$ cat src/rtl/ram_dma_wrfifo.sv
// rtl/ram_dma_wrfifo.sv - write-posting FIFO from the DMA engine to the SDRAM controller DMA write port
module ram_dma_wrfifo #(
  parameter int DEPTH        = 16,
  parameter int AFULL_MARGIN = 4
) (
  input  logic                       clk,
  input  logic                       reset_n,
  input  logic                       wr_en,
  input  logic [22:0]                wr_adr,
  input  logic [31:0]                wr_data,
  output logic                       full,
  output logic                       almost_full,
  output logic [$clog2(DEPTH):0]     level,
  output logic [22:0]                ram_dmafifo_adr,
  output logic [31:0]                ram_dmafifo_data,
  output logic                       ram_dmafifo_empty,
  input  logic                       ram_dmafifo_read,
  input  logic                       flush,
  input  logic                       clr_err,
  output logic                       overflow,
  output logic                       underflow,
  input  logic [22:0]                chk_adr,
  output logic                       chk_hit
);

  localparam int AW = $clog2(DEPTH);
  localparam int LW = AW + 1;
  localparam logic [LW-1:0] FULL_LVL  = LW'(DEPTH);
  localparam logic [LW-1:0] AFULL_LVL = LW'(DEPTH - AFULL_MARGIN);

  logic [54:0]   mem [DEPTH];
  logic [AW-1:0] wp;
  logic [AW-1:0] rp;
  logic [LW-1:0] level_q;
  logic [LW-1:0] level_nxt;
  logic          rd_fire;
  logic          wr_fire;
  logic          hit_nxt;
  logic          unused_chk_lsb;

  assign unused_chk_lsb = ^chk_adr[1:0];

  assign level             = level_q;
  assign ram_dmafifo_empty = (level_q == '0);
  assign full              = (level_q == FULL_LVL);
  assign almost_full       = (level_q >= AFULL_LVL);

  assign rd_fire = ram_dmafifo_read && !ram_dmafifo_empty;
  assign wr_fire = wr_en && (!full || rd_fire);

  // Head is show-ahead, but forced to zero so an empty FIFO never exposes stale array data.
  assign {ram_dmafifo_adr, ram_dmafifo_data} = ram_dmafifo_empty ? 55'd0 : mem[rp];

  always_comb begin
    level_nxt = level_q;
    case ({wr_fire, rd_fire})
      2'b10:   level_nxt = level_q + LW'(1);
      2'b01:   level_nxt = level_q - LW'(1);
      default: level_nxt = level_q;
    endcase
  end

  // Query runs against the post-edge contents: window slots minus the popped head, plus the pushed slot.
  always_comb begin
    hit_nxt = 1'b0;
    for (int i = 0; i < DEPTH; i++) begin
      if (wr_fire && (AW'(i) == wp)) begin
        if (wr_adr[22:2] == chk_adr[22:2]) hit_nxt = 1'b1;
      end else if (({1'b0, AW'(i) - rp} < level_q) && !(rd_fire && (AW'(i) == rp))) begin
        if (mem[i][54:34] == chk_adr[22:2]) hit_nxt = 1'b1;
      end
    end
    if (flush) hit_nxt = 1'b0;
  end

  always_ff @(posedge clk) begin
    if (wr_fire && !flush) mem[wp] <= {wr_adr, wr_data};
  end

  always_ff @(posedge clk or negedge reset_n) begin
    if (!reset_n) begin
      wp        <= '0;
      rp        <= '0;
      level_q   <= '0;
      overflow  <= 1'b0;
      underflow <= 1'b0;
      chk_hit   <= 1'b0;
    end else begin
      chk_hit <= hit_nxt;
      if (flush) begin
        wp        <= '0;
        rp        <= '0;
        level_q   <= '0;
        overflow  <= overflow && !clr_err;
        underflow <= underflow && !clr_err;
      end else begin
        if (wr_fire) wp <= wp + AW'(1);
        if (rd_fire) rp <= rp + AW'(1);
        level_q   <= level_nxt;
        overflow  <= (wr_en && !wr_fire) || (overflow && !clr_err);
        underflow <= (ram_dmafifo_read && ram_dmafifo_empty) || (underflow && !clr_err);
      end
    end
  end

endmodule

$ cat config.mk
export PLATFORM = sky130hd
export DESIGN_NAME = ram_dma_wrfifo
export DESIGN_NICKNAME = d
export VERILOG_FILES = /design/src/rtl/ram_dma_wrfifo.sv
export SDC_FILE = /design/constraint.sdc
export NUM_CORES = 1
export LEC_CHECK = 0
export CAP_MARGIN = 20
export CORE_MARGIN = 3
export CORE_UTILIZATION = 38
export CTS_BUF_LIST = sky130_fd_sc_hd__clkbuf_8
export DETAILED_ROUTE_END_ITERATION = 10
export GPL_ROUTABILITY_DRIVEN = 0
export PLACE_DENSITY = 0.56
export SETUP_SLACK_MARGIN = 0.4
export SYNTH_ARGS = -nofsm -noshare
export SYNTH_HDL_FRONTEND = slang
export SYNTH_SLANG_ARGS = --single-unit
$ cat constraint.sdc
create_clock -name clk -period 4.2 [get_ports clk]
set_input_delay 1.26 -clock clk [delete_from_list [all_inputs] [get_ports clk]]
set_output_delay 1.26 -clock clk [all_outputs]
set_load 0.01 [all_outputs]
==> results.ini, run 1 <==
[clocking]
cts_root_buf = clkbuf_8
clk_pin_slew_ns = 0.06
ctsHtreeMaxLevel = 4
cts_tree = yes
clk_latency_ns = 0.83
cts.sinks = 896
cts_buffers = 151
clockBufferDepth = 3

[sta]
finalSetupViolCount = 55
hold_viol = 0
period_share = 1.06
tns_ns = -9.59
slew_viol_final = 0
clock_skew_ns = 0.0430
fin_ws_ns = -0.270
fin_crit_ns = 4.47
worstMarginPinSlew_ns = 0.821
slew_headroom = 0.451
fmax_ghz = 0.224
holdWs_ns = 0.488
rsz0062_at_grt = yes

[hold_path]
hp-class = reg -> reg
hold_depth = 2

[routing]
vias_per_cell = 5.57
drc = 0
first_iter_violations = 2500
vias = 22400
routedWlPerCell_um = 31.0
dr.pass1.iters = 5
routed_wirelength_um = 125000
antenna_left = 0

[worst_setup_path]
criticalPathCategory = reg -> out
regToRegEndpoint = chk_hit
crit_chain = buf_12, buf_12, buf_12, buf_8, buf_16, mux4_2, mux4_2, nor2b_4, buf_6
cp-end-kind = output pin
crit-reg2reg-launch = rp[0]
reg2reg_slack_ns = 0.64
cp.required_ns = 2.94
worst_setup_path_start_kind = flop
worstRegToRegCells = 17
cp.arrival_ns = 3.21
crit_path_max_incr_delay_ns = 0.50
endpoint = ram_dmafifo_adr[1]
path_common_cell = buf_12
worstPathMaxFanout = 7
crit_path_start = rp[0]
crit_path_top_delay_cell = dfrtp_4

[floorplanning]
start_util = 0.386
dieArea_um2 = 108000
die_h_um = 329
core_um2 = 103000
die_x_um = 329
io_pins = 150
rows = 117

[yosys]
synthesis.area_um2 = 39700
synthArstFlopShare = 0.0179
synth-seq-area-share = 0.676
ys_seq_elements = 896
synth_edf_count = 880
yosys_warnings = 0
yosysUniqueCellTypes = 49
synth.area.top_cells = edfxtp_1, mux4_2, xnor2_1, xor2_1, ha_1
yosysMostFrequentCell = edfxtp_1
synth_flop_cell = edfxtp_1
avgSynthCellArea_um2 = 19.0
synth_commonest_cells = edfxtp_1, mux4_2, xnor2_1, xor2_1, nand4_1
postSynthCellCount = 2092
postSynthNetCount = 2224
synth_largest_area_cell = edfxtp_1
synth_top_cell_area_share = 0.666

[grt]
track_usage = 0.231
grt_max_degree = 48
grt_pass1_vias = 23300
gr-total-overflow = 0
grt_first_pass_wirelength_um = 176000
antenna_found_initial = 8

[power_and_ir_drop]
peakVddDrop_v = 0.000598
p_leak_uw = 0.0158
cellPowerDensity_nw_per_um2 = 502

[placement]
io_buffers = 147
dpl-instance-area_um2 = 44600
placed_cells = 3669
place_hpwl_um = 79600

[outcome]
status = finished, violations left
violations = negative setup slack

[cells_and_area]
nFillCells = 8682
drive_gt1_frac = 0.315
final_area_um2 = 48900
fin_nets = 2665
layoutNonFillerInstCount = 4025
syn_to_final_growth_pct = 23.3
finish.utilization = 0.477

[run]
cap_viol_max_count = 0

where the power goes:
group          switching, uW  internal (uW)
Combinational           3520           3780
Clock                   3570           3640
Sequential              76.8           9960
registers in the layout, summed over array words and instances, names as in the netlist:
signal	flops
mem	880
wp	4
chk_hit	1
underflow	1
overflow	1
level	5
rp	4
how the worst min path moves through the flow:
stage	from	to	slack, ns
after floorplan	underflow	underflow	0.52
after global placement	underflow	underflow	0.48
after detailed placement	underflow	underflow	0.48
after CTS	underflow	underflow	0.49
after global routing	underflow	underflow	0.52
final	underflow	underflow	0.49
stage by stage:
step / power [uW] / setup WS (ns)
after floorplan: 13600 / -0.513
final: 24500 / -0.270
after detailed placement: 16300 / 0.0183
after CTS: 24400 / -0.339
after global routing: 25600 / -0.390
after global placement: 16200 / -0.0325
critical path: cells and delay by family (launching register included):
kind          cells  cell delay [ns]
simple gates      1             0.14
flops             1             0.50
mux               2             0.91
buf+inv           6             0.85
cell families (layout without fill, tap and decap cells):
group,Yosys count,in the layout,synth area share
adder cells (fa/ha/maj),48,48,0.0153
AND/OR/NAND/NOR,268,268,0.0388
AO/OA/AOI/OAI,79,79,0.0132
flip-flops,896,896,0.676
buffers and inverters,152,712,0.0174
XOR/XNOR,374,374,0.0826
multiplexers,275,275,0.156
other,0,5,0
cell usage in the layout (no fill, tap or decap), drive strengths merged, types with 4 or more instances in the layout:
cell type,netlist,final
a21o,8,8
clkbuf,41,157
clkinvlp,0,5
nor4,41,41
nor2,40,40
a21oi,33,33
nand3,21,21
inv,31,82
xor2,120,120
a221oi,4,4
mux4,275,275
diode,0,5
ha,47,47
dfrtp,16,16
clkinv,0,58
xnor2,254,254
edfxtp,880,880
nand2,10,10
nor2b,57,57
and3,5,5
a211oi,5,5
buf,80,314
o21ai,8,8
clkdlybuf4s50,0,90
nand2b,6,6
nand4,72,72
nor3,9,9
per-layer routing:
layer / GRT usage / up-vias / wire length, um
met1: 0.308 / 11900 / 50600
met5: 0 / - / 40
met4: 0.0947 / 6 / 5170
met2: 0.371 / 972 / 60000
li1: - / 9328 / -
met3: 0.0498 / 225 / 8800
repair_timing:
| action | in CTS | in global routing |
|---|---|---|
| gates resized for setup | 327 | 40 |
| gates cloned | 21 | 2 |
| setup buffers | 42 | 14 |
| endpoints found under the hold margin | 0 | 0 |
| endpoints found under the setup margin | 57 | 57 |
| hold buffers | 0 | 0 |
layout make-up:
cell class / instances / area [um2] / share of cell area
tap: 1368 / 1710 / 0.0350
inverter: 31 / 123 / 0.00251
multi-input combinational: 1044 / 12500 / 0.255
antenna: 5 / 12.5 / 0.000256
clock buffer: 155 / 2130 / 0.0436
sequential: 896 / 26800 / 0.549
timing repair buffer: 409 / 5000 / 0.102
clock inverter: 117 / 622 / 0.0127
Power figures use the tool's default switching activity.
==> inputs of run 2 (changes only) <==
TNS_END_PERCENT = 10   (was unset)
==> run 2 against run 1 <==
  * Critical path type unchanged
  * Flip-flop and latch count unchanged
  * Clock skew is 0.0022 ns lower
  * Final cell count is 0.55% lower
  * Register-to-register slack better by 0.20 ns
  * Die area is the same
  * Global-route usage is 0.066 points lower
  * The run still ends with negative setup slack left
==> results.ini, run 2 (synthesized netlist as in run 1, its figures left out) <==
[clocking]
clockBufferDepth = 3  ; unchanged
ctsHtreeMaxLevel = 4  ; unchanged
cts_buffers = 151  ; unchanged
cts_root_buf = clkbuf_8  ; unchanged
clk_pin_slew_ns = 0.06  ; about the same
cts_tree = yes  ; unchanged
cts.sinks = 896  ; unchanged
clk_latency_ns = 0.83  ; about the same

[routing]
wl_met3_um = 9570  ; was 8800 um
antenna_left = 0  ; unchanged
routed_wirelength_um = 124000  ; was 125000 um
dr.pass1.iters = 5  ; unchanged
wl_met2_um = 60000  ; about the same
routedWlPerCell_um = 31.0  ; about the same
vias = 22300  ; was 22400
drc = 0  ; unchanged
first_iter_violations = 2535  ; was 2500
vias_per_cell = 5.57  ; about the same
highest_layer = met5  ; unchanged
wl_met1_um = 49500  ; was 50600 um

[hold_path]
hp-class = reg -> reg  ; unchanged

[grt]
grt_first_pass_wirelength_um = 175000  ; was 176000 um
grt_pass1_vias = 23200  ; was 23300
track_usage = 0.231  ; about the same
grt_max_degree = 48  ; unchanged
gr-total-overflow = 0  ; unchanged
antenna_found_initial = 8  ; unchanged

[cells_and_area]
nFillCells = 8749  ; was 8682
syn_to_final_growth_pct = 21.8  ; was 23.3%
largest-register = mem  ; unchanged
drive_gt1_frac = 0.301  ; was 0.315
largest_reg_flops = 880  ; unchanged
seqCellArea_um2 = 26800  ; about the same
layoutNonFillerInstCount = 4003  ; was 4025
finish.utilization = 0.471  ; was 0.477
multi_input_area_um2 = 12300  ; was 12500 um2
fin_nets = 2642  ; was 2665
final_cell_mix = edfxtp_1, mux4_2, xnor2_1  ; unchanged
final_common_cell = edfxtp_1  ; unchanged

[worst_setup_path]
crit_path_max_incr_delay_ns = 0.50  ; about the same
worst_setup_path_start_kind = flop  ; unchanged
worstPathMaxFanout = 7  ; unchanged
path_common_cell = buf_12  ; unchanged
crit_path_top_delay_cell = dfrtp_4  ; unchanged
cp-end-kind = output pin  ; unchanged
crit_chain = buf_12, buf_12, buf_8, buf_16, buf_12, mux4_2, mux4_2, nor2b_4, buf_6  ; was buf_12, buf_12, buf_12, buf_8, buf_16, mux4_2, mux4_2, nor2b_4, buf_6
cp_top_family = multiplexers  ; unchanged
worstPathBufferInverterCount = 6  ; unchanged
criticalPathCategory = reg -> out  ; unchanged
cp.arrival_ns = 3.19  ; was 3.21 ns
cp.required_ns = 2.94  ; about the same

[floorplanning]
die_h_um = 329  ; unchanged
io_pins = 150  ; unchanged
rows = 117  ; unchanged
core_um2 = 103000  ; unchanged
die_x_um = 329  ; unchanged
dieArea_um2 = 108000  ; unchanged
start_util = 0.386  ; unchanged

[power_and_ir_drop]
peakVddDrop_v = 0.000496  ; was 0.000598 V
cellPowerDensity_nw_per_um2 = 493  ; was 502 nW/um2
p_leak_uw = 0.0156  ; was 0.0158 uW

[sta]
period_share = 1.06  ; about the same
fin_crit_ns = 4.45  ; was 4.47 ns
finalSetupViolCount = 56  ; was 55
clock_skew_ns = 0.0408  ; was 0.0430 ns
slew_viol_final = 0  ; unchanged
hold_viol = 0  ; unchanged
fin_ws_ns = -0.251  ; was -0.270 ns
rsz0062_at_grt = yes  ; unchanged
slew_headroom = 0.442  ; was 0.451
worstMarginPinSlew_ns = 0.835  ; was 0.821 ns
fmax_ghz = 0.225  ; was 0.224 GHz

[placement]
io_buffers = 147  ; unchanged
place_hpwl_um = 79600  ; unchanged
placed_cells = 3669  ; unchanged

[outcome]
status = finished, violations left  ; unchanged
violations = negative setup slack  ; unchanged

[run]
cap_viol_max_count = 0  ; unchanged

run 2: changes by cell type in the layout (fill, tap and decap cells not counted), sizes merged:
cell and change:
buf -22, bufbuf +1, clkbuf -2, clkdlybuf4s50 +2
clkinvlp -1, diode +1, dlygate4sd2 -2, inv +1
run 2: area by class of cell:
| type | instances | area share |
|---|---|---|
| antenna | 6 | 0.000311 |
| clock buffer | 155 | 0.0442 |
| clock inverter | 117 | 0.0129 |
| inverter | 31 | 0.00246 |
| multi-input combinational | 1044 | 0.256 |
| sequential | 896 | 0.556 |
| tap | 1368 | 0.0354 |
| timing repair buffer | 386 | 0.0935 |
run 2: through the flow:
| step | instance area, um2 | setup TNS (ns) | hold slack, ns | setup WS, ns | power [uW] |
|---|---|---|---|---|---|
| after floorplan | 39700 | -432.34 | 0.516 | -0.513 | 13600 |
| after global placement | 44600 | -0.0325 | 0.483 | -0.0325 | 16200 |
| after global routing | 48300 | -16.30 | 0.517 | -0.377 | 24800 |
| after CTS | 48200 | -13.87 | 0.494 | -0.336 | 24100 |
| final | 48300 | -9.26 | 0.486 | -0.251 | 23800 |
| after detailed placement | 44600 | 0 | 0.478 | 0.0183 | 16300 |
run 2: worst register-to-register path, stage by stage, from the launching register on:
cell       delay, ns
dfrtp_4         0.45
buf_12          0.25
buf_6           0.30
inv_1           0.12
ha_1            0.33
ha_1            0.29
nor2b_1         0.14
a221o_1         0.35
a21oi_1         0.15
nor2_1          0.06
a2111oi_0       0.43
nor4_1          0.12
and4_1          0.19
a31oi_1         0.13
run 2: final timing paths:
check	from	to	slack [ns]	cells past startpoint
max	rp[0]	ram_dmafifo_data[19]	-0.25	9
min	underflow	underflow	0.49	2
max reg2reg	rp[1]	chk_hit	0.84	13
min reg2reg	underflow	underflow	0.49	2
max in group asynchronous	reset_n	rp[0]	2.64	1
min in group asynchronous	reset_n	chk_hit	0.93	1
run 2: timing repair:
action,4_1_cts,5_1_grt
setup buffers,35,2
resized for setup,290,8
cloned,19,0
hold buffers,0,0
setup endpoints to repair,57,57
run 2: where the power goes:
part	total [uW]	switching [uW]	internal [uW]
Combinational	6550	3300	3250
Clock	7210	3570	3640
Sequential	10000	81.3	9950
run 2: metal layers:
metal,up-vias,track usage
met5,-,0
met4,4,0.0926
met3,212,0.0515
met2,1007,0.371
met1,11800,0.306
li1,9284,-
